### config.mk
export PLATFORM = sky130hd
export DESIGN_NAME = coin_acceptor
export DESIGN_NICKNAME = d
export VERILOG_FILES = /design/src/rtl/coin_acceptor.sv
export SDC_FILE = /design/constraint.sdc
export NUM_CORES = 1
export LEC_CHECK = 0
export CAP_MARGIN = 20
export CORE_MARGIN = 4
export CORE_UTILIZATION = 30
export DETAILED_ROUTE_END_ITERATION = 6
export PLACE_DENSITY = 0.43
export SLEW_MARGIN = 20
export SYNTH_ARGS = -nofsm -noshare
export SYNTH_HDL_FRONTEND = slang
export SYNTH_SLANG_ARGS = --single-unit
### constraint.sdc
create_clock -name clk -period 4.5 [get_ports clk]
set_input_delay 1.125 -clock clk [delete_from_list [all_inputs] [get_ports clk]]
set_output_delay 1.125 -clock clk [all_outputs]
set_load 0.01 [all_outputs]
### src/rtl/coin_acceptor.sv
// coin_acceptor: synchronizes and debounces the coin strobe, queues 5/10 coins in a FIFO
// and presents each on coin_in for a fixed hold window followed by a one-cycle zero gap.
module coin_acceptor #(
   parameter int DEBOUNCE_CYCLES = 3,
   parameter int HOLD_CYCLES = 3,
   parameter int FIFO_DEPTH = 4
) (
   input  logic       clk,
   input  logic       rst,
   input  logic       coin_detect,
   input  logic [3:0] coin_code,
   output logic [3:0] coin_in,
   output logic       coin_valid,
   output logic       reject,
   output logic       overflow,
   output logic       fifo_full
);
   localparam int AW = $clog2(FIFO_DEPTH);
   localparam int CW = AW + 1;
   typedef enum logic [1:0] {IDLE, PRESENT, GAP} state_t;
   state_t state_q, state_d;
   logic det_m_q, det_s_q, stable_q, stable_d;
   logic [3:0] code_m_q, code_s_q;
   logic [3:0] cnt_q, cnt_d, hold_q, hold_d, coin_q, coin_d;
   logic valid_q, valid_d, reject_q, reject_d, overflow_q, overflow_d, full_q, full_d;
   logic [AW-1:0] wr_q, wr_d, rd_q, rd_d;
   logic [CW-1:0] count_q, count_d;
   logic [3:0] mem_q [FIFO_DEPTH];
   logic mismatch, hit, rise, good, full, empty, push, pop;

   assign full = count_q == CW'(FIFO_DEPTH);
   assign empty = count_q == '0;

   always_comb begin
      state_d = state_q;
      hold_d = hold_q;
      coin_d = coin_q;
      valid_d = valid_q;
      pop = 1'b0;
      case (state_q)
         IDLE, GAP: begin
            state_d = empty ? IDLE : PRESENT;
            if (!empty) begin
               pop = 1'b1;
               coin_d = mem_q[rd_q];
               valid_d = 1'b1;
               hold_d = 4'(HOLD_CYCLES);
            end
         end
         PRESENT: begin
            hold_d = hold_q - 4'd1;
            if (hold_q == 4'd1) begin
               coin_d = 4'd0;
               valid_d = 1'b0;
               state_d = GAP;
            end
         end
         default: state_d = IDLE;
      endcase
   end

   // stable toggles on the cycle the mismatch count would reach DEBOUNCE_CYCLES
   always_comb begin
      mismatch = det_s_q != stable_q;
      hit = mismatch && cnt_q == 4'(DEBOUNCE_CYCLES - 1);
      cnt_d = (mismatch && !hit) ? cnt_q + 4'd1 : 4'd0;
      stable_d = hit ? ~stable_q : stable_q;
      rise = hit && !stable_q;
      good = code_s_q == 4'd5 || code_s_q == 4'd10;
      push = rise && good && (!full || pop);
      reject_d = rise && !good;
      overflow_d = rise && good && full && !pop;
      wr_d = push ? wr_q + AW'(1) : wr_q;
      rd_d = pop ? rd_q + AW'(1) : rd_q;
      count_d = count_q + CW'(push) - CW'(pop);
      full_d = count_d == CW'(FIFO_DEPTH);
   end

   always_ff @(posedge clk or posedge rst) begin
      if (rst) begin
         det_m_q <= 1'b0;
         det_s_q <= 1'b0;
         code_m_q <= 4'd0;
         code_s_q <= 4'd0;
         stable_q <= 1'b0;
         cnt_q <= 4'd0;
         hold_q <= 4'd0;
         coin_q <= 4'd0;
         valid_q <= 1'b0;
         reject_q <= 1'b0;
         overflow_q <= 1'b0;
         full_q <= 1'b0;
         wr_q <= '0;
         rd_q <= '0;
         count_q <= '0;
         state_q <= IDLE;
      end else begin
         det_m_q <= coin_detect;
         det_s_q <= det_m_q;
         code_m_q <= coin_code;
         code_s_q <= code_m_q;
         stable_q <= stable_d;
         cnt_q <= cnt_d;
         hold_q <= hold_d;
         coin_q <= coin_d;
         valid_q <= valid_d;
         reject_q <= reject_d;
         overflow_q <= overflow_d;
         full_q <= full_d;
         wr_q <= wr_d;
         rd_q <= rd_d;
         count_q <= count_d;
         state_q <= state_d;
      end
   end

   always_ff @(posedge clk) begin
      if (push) mem_q[wr_q] <= code_s_q;
   end

   assign coin_in = coin_q;
   assign coin_valid = valid_q;
   assign reject = reject_q;
   assign overflow = overflow_q;
   assign fifo_full = full_q;
endmodule

Word-level counts from Yosys, hierarchy flattened
Memory sizes are Yosys's and may differ from the RTL's.
Cells that the tools add are included.
Word-level totals
  bits in writable memories: 16
  output and inout port bits: 8
  memories kept: 1
  input bits: 7
  bits in registers: 36
  word-level logic and storage cells: 72
Cells by class
  muxes and demuxes: 16
  add/subtract/negate cells: 6
  reductions and logical operators: 21
  eq/ne operators: 11
  bitwise gates (word level): 1
Memory list
  mem_q: depth 4, bits a word 4, rd ports 1, clocked after Yosys merged registers in 0, write ports 1, RTL line 28  | logic [3:0] mem_q [FIFO_DEPTH];
Operators with widths (count)
  $mux W4: 4
  $pmux W4 S2: 2
  $logic_and A1 B1 Y1: 8
  $mux W1: 7
  $eq A3 B3 Y1 const B: 2
  $logic_not A1 Y1: 5
  $add A2 B1 Y2 const B: 2
  $add A4 B1 Y4 const B: 1
  $eq A4 B1 Y1 const B: 1
  $eq A4 B2 Y1 const B: 1
  $eq A4 B3 Y1 const B: 1
  $eq A4 B4 Y1 const B: 1
  $ne A2 B2 Y1 const B: 2
  $pmux W2 S2: 1
  $sub A4 B1 Y4 const B: 1
  $add A3 B1 Y3: 1
  $logic_not A3 Y1: 1
  $reduce_and A3 Y1: 1
  $sub A3 B1 Y3: 1
  $eq A2 B1 Y1 const B: 1
  $eq A2 B2 Y1 const B: 1
  $logic_not A2 Y1: 1
  $logic_or A1 B1 Y1: 2
  $mux W2: 1
  6 further kinds: 6

Longest topological paths before layout
  depth after elaboration: 8
  mapped depth: 13
  gate-level depth less buffers: 13

Worst setup path before layout
Ideal clock, no wire load.
  path type: register to register
  start point: register cnt_q[0]
  end point: register full_q, in the netlist fifo_full
  buffers on the path: 0
  path slack: 1.921 ns
  cell stages (with the launch flop): 14
  setup time: 0.088 ns
  arrival: 2.491 ns
  path through: dfrtp_1 -> inv_1 -> ha_1 -> nor3b_4 -> o211ai_4 -> nor2b_4 -> inv_1 -> ha_1 -> inv_1 -> ha_1 -> fa_1 -> xor2_1 -> xnor2_1 -> nor3b_1
On the way
  longest elaborated chain between the ends: 8
RTL lines
  start: declaration: RTL line 24  | logic [3:0] cnt_q, cnt_d, hold_q, hold_d, coin_q, coin_d;
  start signal: assignment: RTL line 103  | cnt_q <= cnt_d;
  $eq A4 B2 Y1: RTL line 65  | hit = mismatch && cnt_q == 4'(DEBOUNCE_CYCLES - 1);
  $logic_and A1 B1 Y1: RTL line 65
  $logic_and A1 B1 Y1: RTL line 68  | rise = hit && !stable_q;
  $logic_and A1 B1 Y1 (2 in series): RTL line 70  | push = rise && good && (!full || pop);
  $add A3 B1 Y3: RTL line 75  | count_d = count_q + CW'(push) - CW'(pop);
  $sub A3 B1 Y3: RTL line 75
  named net count_d[2]: RTL line 27  | logic [CW-1:0] count_q, count_d;
  $eq A3 B3 Y1: RTL line 76  | full_d = count_d == CW'(FIFO_DEPTH);
  named net full_d: RTL line 25  | logic valid_q, valid_d, reject_q, reject_d, overflow_q, overflow_d, full_q, full_d;
  end signal: assignment: RTL line 109  | full_q <= full_d;
  end: declaration: RTL line 25
The timed path passes the listed nets, and every way through them passes these cells.
A chain may end at the register's enable or synchronous reset.

Worst setup path in the final report
Ends and elaborated chain as after synthesis.

==> metrics.yaml <==
outcome: "finished, final reports clean"
track_usage: 0.0842
wl_microns: 3120
power.leakage_nw: 1.01
syn-num-nets: 156
netlist_area_sq_um: 2120
slew-limit-headroom: 0.693
crit_start: "cnt_q[0]$_DFF_PP0_"
cp.arrival_ns: 3.00
layout_common_cells: "36 x dfrtp_1, 16 x edfxtp_1, 14 x clkdlybuf4s50_1"
hold_buffers: 0
dieArea_sq_um: 8480
path_clk_slew_ns: 0.10
powerDensity_nw_per_um2: 572
finalHoldViolCount: 0
tightest_slew_ns: 0.461
dpl.hpwl_microns: 2310
grt_max_degree: 37
seq_power_share: 0.475
fin_crit_sh: 0.617
power_frac_comb: 0.333
port_buffers: 14
slew_violations: 0
ys_ff_latch: 52
route.vias.total: 1075
synth_top_area_frac: 0.425
start_util: 0.310
dr.pass1.iters: 4
multiInputGateArea_sq_um: 668
holdCritPathClass: "reg -> reg"
syn-instance-count: 138
cts_setup_buffers: 0
clk_latency_ns: 0.30
pre_cts_slack_ns: 1.71
yosys.area.top_type: "dfrtp_1"
crit_path_max_fanout: 7
finalSetupViolCount: 0
regArea_sq_um: 1380
power.switching_mw: 0.467
antenna_found_initial: 0
cts_sinks: 52
cts_resized: 0
grt_pass1_wl_microns: 5470
ir_worst_vdd_v: 0.000178
ant_nets: 0
min-delay-start: "code_m_q[1]$_DFF_PP0_"
final_cell_area_sq_um: 2460
syn_area_per_cell_sq_um: 15.4
numCtsBuffers: 5
die_h_microns: 92.1
fmax_mhz: 360
diodes: 0
fill_cells: 673
overflow: 0
fin_setup_tns_ns: 0
clkPwrFrac: 0.193
cts_tree: "yes"
min_period_ns: 2.78
intPower_mw: 0.940
wl_per_cell_microns: 12.2
final_common_cell: "dfrtp_1"
crit_path_end_kind: "flop"
max_cap_violations: 0
setup.worst_path.class: "reg -> reg"
nNetsFinal: 176
timing.rr.start: "cnt_q[0]$_DFF_PP0_"
io_pins: 15
ys_seq_area_frac: 0.651
yosysWarnings: 0
core_area_sq_um: 6830
drive_gt1_frac: 0.164
switching_share: 0.332
ys_types: 33
synthTopCellsByArea: "dfrtp_1 42%, edfxtp_1 23%, ha_1 5.9%"
drt_iter0_drc: 35
clockBufferDepth: 2
postPlaceCellArea_sq_um: 2370
cts_root_buf: "clkbuf_8"
cp_data_required_time_ns: 4.73
vias_per_cell: 4.22
grt_pass1_vias: 1179
die_x_microns: 92.1
num_rows: 30
place_congestion: 0.729
start_kind: "flop"
htree_levels: 2
layout_setup_ws_ns: 1.72
finClkSkew_ns: 0.00692
rsz0062_at_grt: "no"
drcViolationCount: 0
syn2layout_area_growth_pct: 15.9
[final timing paths]
| check | end | slack [ns] | cells past startpoint |
|---|---|---|---|
| worst max-delay path | fifo_full$_DFF_PP0_ | 1.72 | 13 |
| worst min-delay path | code_s_q[1]$_DFF_PP0_ | 0.36 | 0 |
| worst max register to register | fifo_full$_DFF_PP0_ | 1.72 | 13 |
| worst min register to register | code_s_q[1]$_DFF_PP0_ | 0.36 | 0 |
| max in group asynchronous | code_s_q[2]$_DFF_PP0_ | 2.96 | 3 |
| min in group asynchronous | reject$_DFF_PP0_ | 1.22 | 3 |
[state kept, by name, summed over array words and instances, names as in the netlist, 2 cells and up]
signal and count:
cnt_q 4, code_m_q 4, code_s_q 4, coin_in 4, count_q 3, hold_q 4
mem_q 16, rd_q 2, state_q 2, wr_q 2
[kinds of logic after synthesis]
group,Yosys count,share of synthesized area
and+or+nand+nor,36,0.107
xor gates and xnor gates,8,0.0330
AOI/OAI and AO/OA,11,0.0472
adders and majority gates,11,0.0684
buffers and inverters,13,0.0336
muxes,7,0.0596
DFF,52,0.651
[worst max-delay path: stages, from the launching register on]
cell      delay [ns]
dfrtp_1         0.42
inv_1           0.07
ha_1            0.14
nor3b_4         0.28
o211ai_4        0.13
nor2b_4         0.20
inv_1           0.06
ha_1            0.27
inv_1           0.04
ha_1            0.18
fa_1            0.38
xor2_1          0.16
xnor2_1         0.17
nor3b_1         0.19
[per-stage QoR]
stage          total power [mW]  std cells   util  hold slack [ns]
6_report                   1.41        255  0.360            0.355
3_5_place_dp               1.16        247  0.346            0.335
5_1_grt                    1.52        255  0.360            0.362
2_1_floorplan              1.04        138      -            0.331
4_1_cts                    1.44        255  0.360            0.357
3_3_place_gp               1.14        247  0.346            0.333
[synthesized netlist by cell type]
| cell | count |
|---|---|
| a22o_1 | 4 |
| and2_2 | 4 |
| and2b_1 | 2 |
| and4bb_2 | 2 |
| buf_6 | 2 |
| dfrtp_1 | 36 |
| edfxtp_1 | 16 |
| fa_1 | 1 |
| ha_1 | 10 |
| inv_1 | 10 |
| inv_8 | 1 |
| mux2_2 | 1 |
| mux2_4 | 1 |
| mux2i_1 | 1 |
| mux4_2 | 4 |
| nand2_1 | 6 |
| nand2b_1 | 1 |
| nand3_1 | 3 |
| nor2_1 | 9 |
| nor2b_1 | 1 |
| nor2b_4 | 1 |
| nor3_1 | 2 |
| nor3b_1 | 1 |
| nor3b_4 | 1 |
| o211ai_4 | 1 |
| o21ai_0 | 4 |
| o21ai_4 | 1 |
| o21bai_1 | 1 |
| or2_1 | 1 |
| or3b_1 | 1 |
| or4_1 | 1 |
| xnor2_1 | 5 |
| xor2_1 | 3 |
[power by group through the flow]
stage          Sequential [mW]  Clock [mW]  Combinational, mW
3_5_place_dp             0.681           0              0.483
4_1_cts                  0.672       0.282              0.484
6_report                 0.668       0.271              0.468
3_3_place_gp             0.677           0              0.460
5_1_grt                  0.689       0.300              0.536
2_1_floorplan            0.662           0              0.378
[cell type report]
cell class	count	area share
clock inverters	3	0.00916
clock buffers	5	0.0280
inverters	11	0.0199
repair buffers	15	0.0601
well taps	96	0.0489
flip-flops and latches	52	0.562
multi-input cells	73	0.272
[layer usage]
metal	share of wire	track usage
met1	0.43	0.0974
met3	0.035	0.0254
met4	0.020	0.0371
met2	0.52	0.144
met5	0	0
Power figures use the tool's default switching activity.
==> patch 1: new RTL, config.mk and constraints unchanged <==
Change the parameter `FIFO_DEPTH` from 4 to 2.
--- a/src/rtl/coin_acceptor.sv
+++ b/src/rtl/coin_acceptor.sv
@@ -5,3 +5,3 @@
    parameter int HOLD_CYCLES = 3,
-   parameter int FIFO_DEPTH = 4
+   parameter int FIFO_DEPTH = 2
 ) (
Behaviour: same outputs for any inputs over 10 cycles, from zero or initial values and one cycle with rst high; that may be too few to reach the edited logic, so the function may still have changed.
==> patch 1 against the original RTL <==
Routed wire length decreased by 30%. Final area shrank 22%. Sequential cell count is 11 lower. Clock skew shrank 2.7 ps. Worst setup slack better by 480 ps. Area after synthesis fell by 25%. Power shrank 20%. First-iteration DRC count decreased by 46%. Count of clock-buffer cells in the layout unchanged. Synthesized cell count down 19%. Critical endpoint is now coin_in[1]. Highest routed layer unchanged.
==> patch 1: results (changes against the original RTL) <==
| Metric | Value |
|---|---|
| Run status | `finished clean` |
| Proportion of synthesized chip area in sequential cells | `66.8% (+1.7 points)` |
| Dpl cell area | `1820 um2 (-23%)` |
| Static Leakage | `0.831 nW (-18%)` |
| RePlAce Congestion | `0.749 (+2.8%)` |
| Synthesized-area fraction occupied by xor and xnor cells | `4.31% (+1.0 points)` |
| Top delay family on crit path | `buffers and inverters` |
| Total wirelength of the detailed-routed design | `2180 um (-30%)` |
| Compound-Gate Fraction of Synth Area | `5.57% (+0.85 points)` |
| Final worst path period share | `51.1% (-11 points)` |
| Cells on worst reg2reg path | `11 (-2)` |
| Global-route wire length before repair | `3750 um (-32%)` |
| Gr usage total | `7.76% (-0.65 points)` |
| Per-cell routed wire length | `10.7 um (-12%)` |
| Post-Syn Nets | `125 (-20%)` |
| Critical path endpoint category | `output port` |
| Cells after DPL | `195 (-21%)` |
| Mux share of post-synthesis cell area | `3.22% (-2.7 points)` |
| Post-detailed-placement half-perimeter wirelength | `1620 um (-30%)` |
| Capturing instance or port of the critical path | `coin_in[1]` |
| Final worst hold slack | `351 ps (-3.83 ps)` |
| Vias in the first global route | `815 (-31%)` |
| Post-Place Worst Slack | `2300 ps (+591 ps)` |
| Worst setup path start | `coin_in[1]` |
| Endpoint, Worst Hold | `code_s_q[0]` |
| Fraction of layout instances using a drive strength above 1 | `13.5% (-2.8 points)` |
| Fraction of registers with async set or reset after synthesis | `80.5% (+11 points)` |
| Clk_skew | `4.22 ps (-2.70 ps)` |
| Startpoint of the tightest hold check path | `code_m_q[0]` |
| EDFF count, synth | `8 (-8)` |
| Arithmetic-cell share of the synthesized area counting full adders, half adders and majority gates | `4.71% (-2.1 points)` |
| Slew at the pin with the worst max-slew slack | `408 ps (-52.7 ps)` |
| Area used by multi-input combinational logic | `482 um2 (-28%)` |
| Fillcell total | `540 (-20%)` |
| Pin count of the biggest net entering global routing | `34 (-8.1%)` |
| Cells taking the most area after synthesis | `sky130_fd_sc_hd__dfrtp_1 (52%), sky130_fd_sc_hd__edfxtp_1 (15%), sky130_fd_sc_hd__ha_1 (4.7%), sky130_fd_sc_hd__mux2i_1 (2.5%), sky130_fd_sc_hd__o2bb2ai_1 (2.2%)` |
[patch 1: per-layer routing]
metal	part of all wire [%]	track usage [%]
met5	0	0
met4	2.0	3.55
met3	5.4	3.44
met2	51	13.1
met1	42	8.39
[patch 1: worst register-to-register path: cells and delay by family (launching register included)]
family	cells	cell delay, ps
compound gates	1	130
xor+xnor	2	310
fa+ha+maj	3	590
buf+inv	2	110
flops	1	420
simple gates	3	560
[patch 1: where the power goes]
| group | leakage (nW) | switching [W] | internal [W] |
|---|---|---|---|
| Clock | 0.0481 | 0.000124 | 0.000110 |
| Sequential | 0.478 | 0.0000662 | 0.000466 |
| Combinational | 0.305 | 0.000173 | 0.000185 |
[patch 1: final cells by class]
type                       count  share of cell area [%]
clock buffer                   5                    3.61
multi-input combinational     61                    25.3
timing repair buffer          15                    7.74
tap                           70                    4.59
clock inverter                 3                    1.18
inverter                       8                    1.71
sequential                    41                    55.9
==> patch 2: new RTL, same flow settings <==
Made on the original files. `hold_q` no longer has a reset.
--- a/src/rtl/coin_acceptor.sv
+++ b/src/rtl/coin_acceptor.sv
@@ -86,3 +86,2 @@
          cnt_q <= 4'd0;
-         hold_q <= 4'd0;
          coin_q <= 4'd0;
@@ -103,3 +102,2 @@
          cnt_q <= cnt_d;
-         hold_q <= hold_d;
          coin_q <= coin_d;
@@ -117,2 +115,6 @@
    always_ff @(posedge clk) begin
+      hold_q <= hold_d;
+   end
+
+   always_ff @(posedge clk) begin
       if (push) mem_q[wr_q] <= code_s_q;
Formal check against the unedited RTL: no difference found for any inputs over 10 cycles, from zero or initial values and one cycle with rst high; that may be too few to reach the edited logic, so the function may still have changed.
==> patch 2 against the original RTL <==
Sequential cell count unchanged. Count of clock-buffer cells in the layout unchanged. Area after synthesis down 1.4%. Worst hold slack worse by 0.50 ps. Core utilization down 0.078 points. Synthesized cell count down 2.9%. Routed wire length down 3.0%. Power down 2.6%. Clock skew down 2.4 ps. Worst setup slack worse by 30 ps. Combinational power down 12%. Final area down 0.76%.
==> patch 2: results (changes against the original RTL) <==
| Metric | Value |
|---|---|
| Run status | `finished clean` |
| Comb. pwr | `0.000411 W (-12%)` |
| Leading cell types by count after synthesis | `sky130_fd_sc_hd__dfrtp_1 (32), sky130_fd_sc_hd__edfxtp_1 (20), sky130_fd_sc_hd__ha_1 (10), sky130_fd_sc_hd__inv_1 (10), sky130_fd_sc_hd__nor2_1 (9)` |
| Post-detailed-placement half-perimeter wirelength | `2190 um (-5.0%)` |
| Vias in the first global route | `1099 (-6.8%)` |
| Distinct cells, synth | `30 (-9.1%)` |
| Worst setup path start | `cnt_q[0]` |
| Mux share of post-synthesis cell area | `5.56% (-0.40 points)` |
| Post-CTS Setup Inserts | `0 (unchanged)` |
| Most used flip-flop cell after synthesis | `sky130_fd_sc_hd__dfrtp_1` |
| Count of nets after finishing | `173 (-1.7%)` |
| Synthesized-area fraction occupied by xor and xnor cells | `3.77% (+0.46 points)` |
| Global-route wire length before repair | `5440 um (-0.49%)` |
| Cells after DPL | `244 (-1.2%)` |
| HP Class | `register to register` |
| Dpl cell area | `2350 um2 (-0.74%)` |
| Static Leakage | `0.982 nW (-2.5%)` |
| Gr usage total | `8.48% (+0.062 points)` |
| Endpoint, Worst Hold | `code_s_q[3]` |
| Fraction of registers with async set or reset after synthesis | `61.5% (-7.7 points)` |
| Fraction of layout instances using a drive strength above 1 | `16.0% (-0.33 points)` |
| Arithmetic-cell share of the synthesized area counting full adders, half adders and majority gates | `6.94% (+0.094 points)` |
| CTS max path bufs | `2 (unchanged)` |
| Startpoint of the tightest hold check path | `code_m_q[3]` |
| Per-cell routed wire length | `12.0 um (-1.8%)` |
| Initial antenna violation count | `0 (unchanged)` |
| Critical path arrival | `3030 ps (+30 ps)` |
| Slew at the pin with the worst max-slew slack | `446 ps (-15.3 ps)` |
| Post-Synthesis Cells | `134 (-2.9%)` |
| Compound-Gate Fraction of Synth Area | `4.01% (-0.71 points)` |
| Seq group | `0.000694 W (+3.9%)` |
| Post-Place Worst Slack | `1650 ps (-56.8 ps)` |
| Number of cells in the finished layout apart from fillers | `252 (-1.2%)` |
| Post-Syn Nets | `152 (-2.6%)` |
| Detailed router's first-iteration violation count | `30 (-14%)` |
| Int Power | `0.000936 W (-0.48%)` |
| Clk_skew | `4.53 ps (-2.39 ps)` |
| H-tree depth | `2 (unchanged)` |
| Cells taking the most area after synthesis | `sky130_fd_sc_hd__dfrtp_1 (38%), sky130_fd_sc_hd__edfxtp_1 (29%), sky130_fd_sc_hd__ha_1 (6.0%), sky130_fd_sc_hd__mux4_2 (4.3%), sky130_fd_sc_hd__xnor2_1 (2.5%)` |
| Achievable frequency | `356 MHz (-1.1%)` |
| Power dissipated by switching net loads | `0.000435 W (-6.9%)` |
| Proportion of synthesized chip area in sequential cells | `67.0% (+1.9 points)` |
| Via Count | `1026 (-4.6%)` |
| Antenna Diode Count | `0 (unchanged)` |
| EDFF count, synth | `20 (+4)` |
| Max rail drop VDD | `0.000141 V (-21%)` |
| Pin count of the biggest net entering global routing | `33 (-11%)` |
| RePlAce Congestion | `0.718 (-1.5%)` |
| Length of the first detailed-routing pass in iterations | `3 (-1)` |
patch 2: final cells by class:
type	instances	area [um2]
Clock buffer	5	68.8
Clock inverter	3	21.3
Timing Repair Buffer	15	148
Fill cell	657	4360
Multi-Input combinational cell	71	642
Tap cell	96	120
Sequential cell	52	1400
Inverter	10	37.5
patch 2: per-layer routing:
layer | vias to the layer above | routed length (um) | global-route usage, %
li1 | 506 | - | -
met1 | 499 | 1340 | 9.73
met2 | 15 | 1520 | 14.4
met3 | 6 | 115 | 2.98
met4 | 0 | 53 | 3.39
met5 | - | 0 | 0
patch 2: through the flow:
step | hold slack (ps) | util (%)
after detailed placement | 335 | 34.6
after floorplan | 331 | -
after global routing | 361 | 35.9
final | 355 | 35.9
after global placement | 334 | 34.6
after CTS | 358 | 35.9
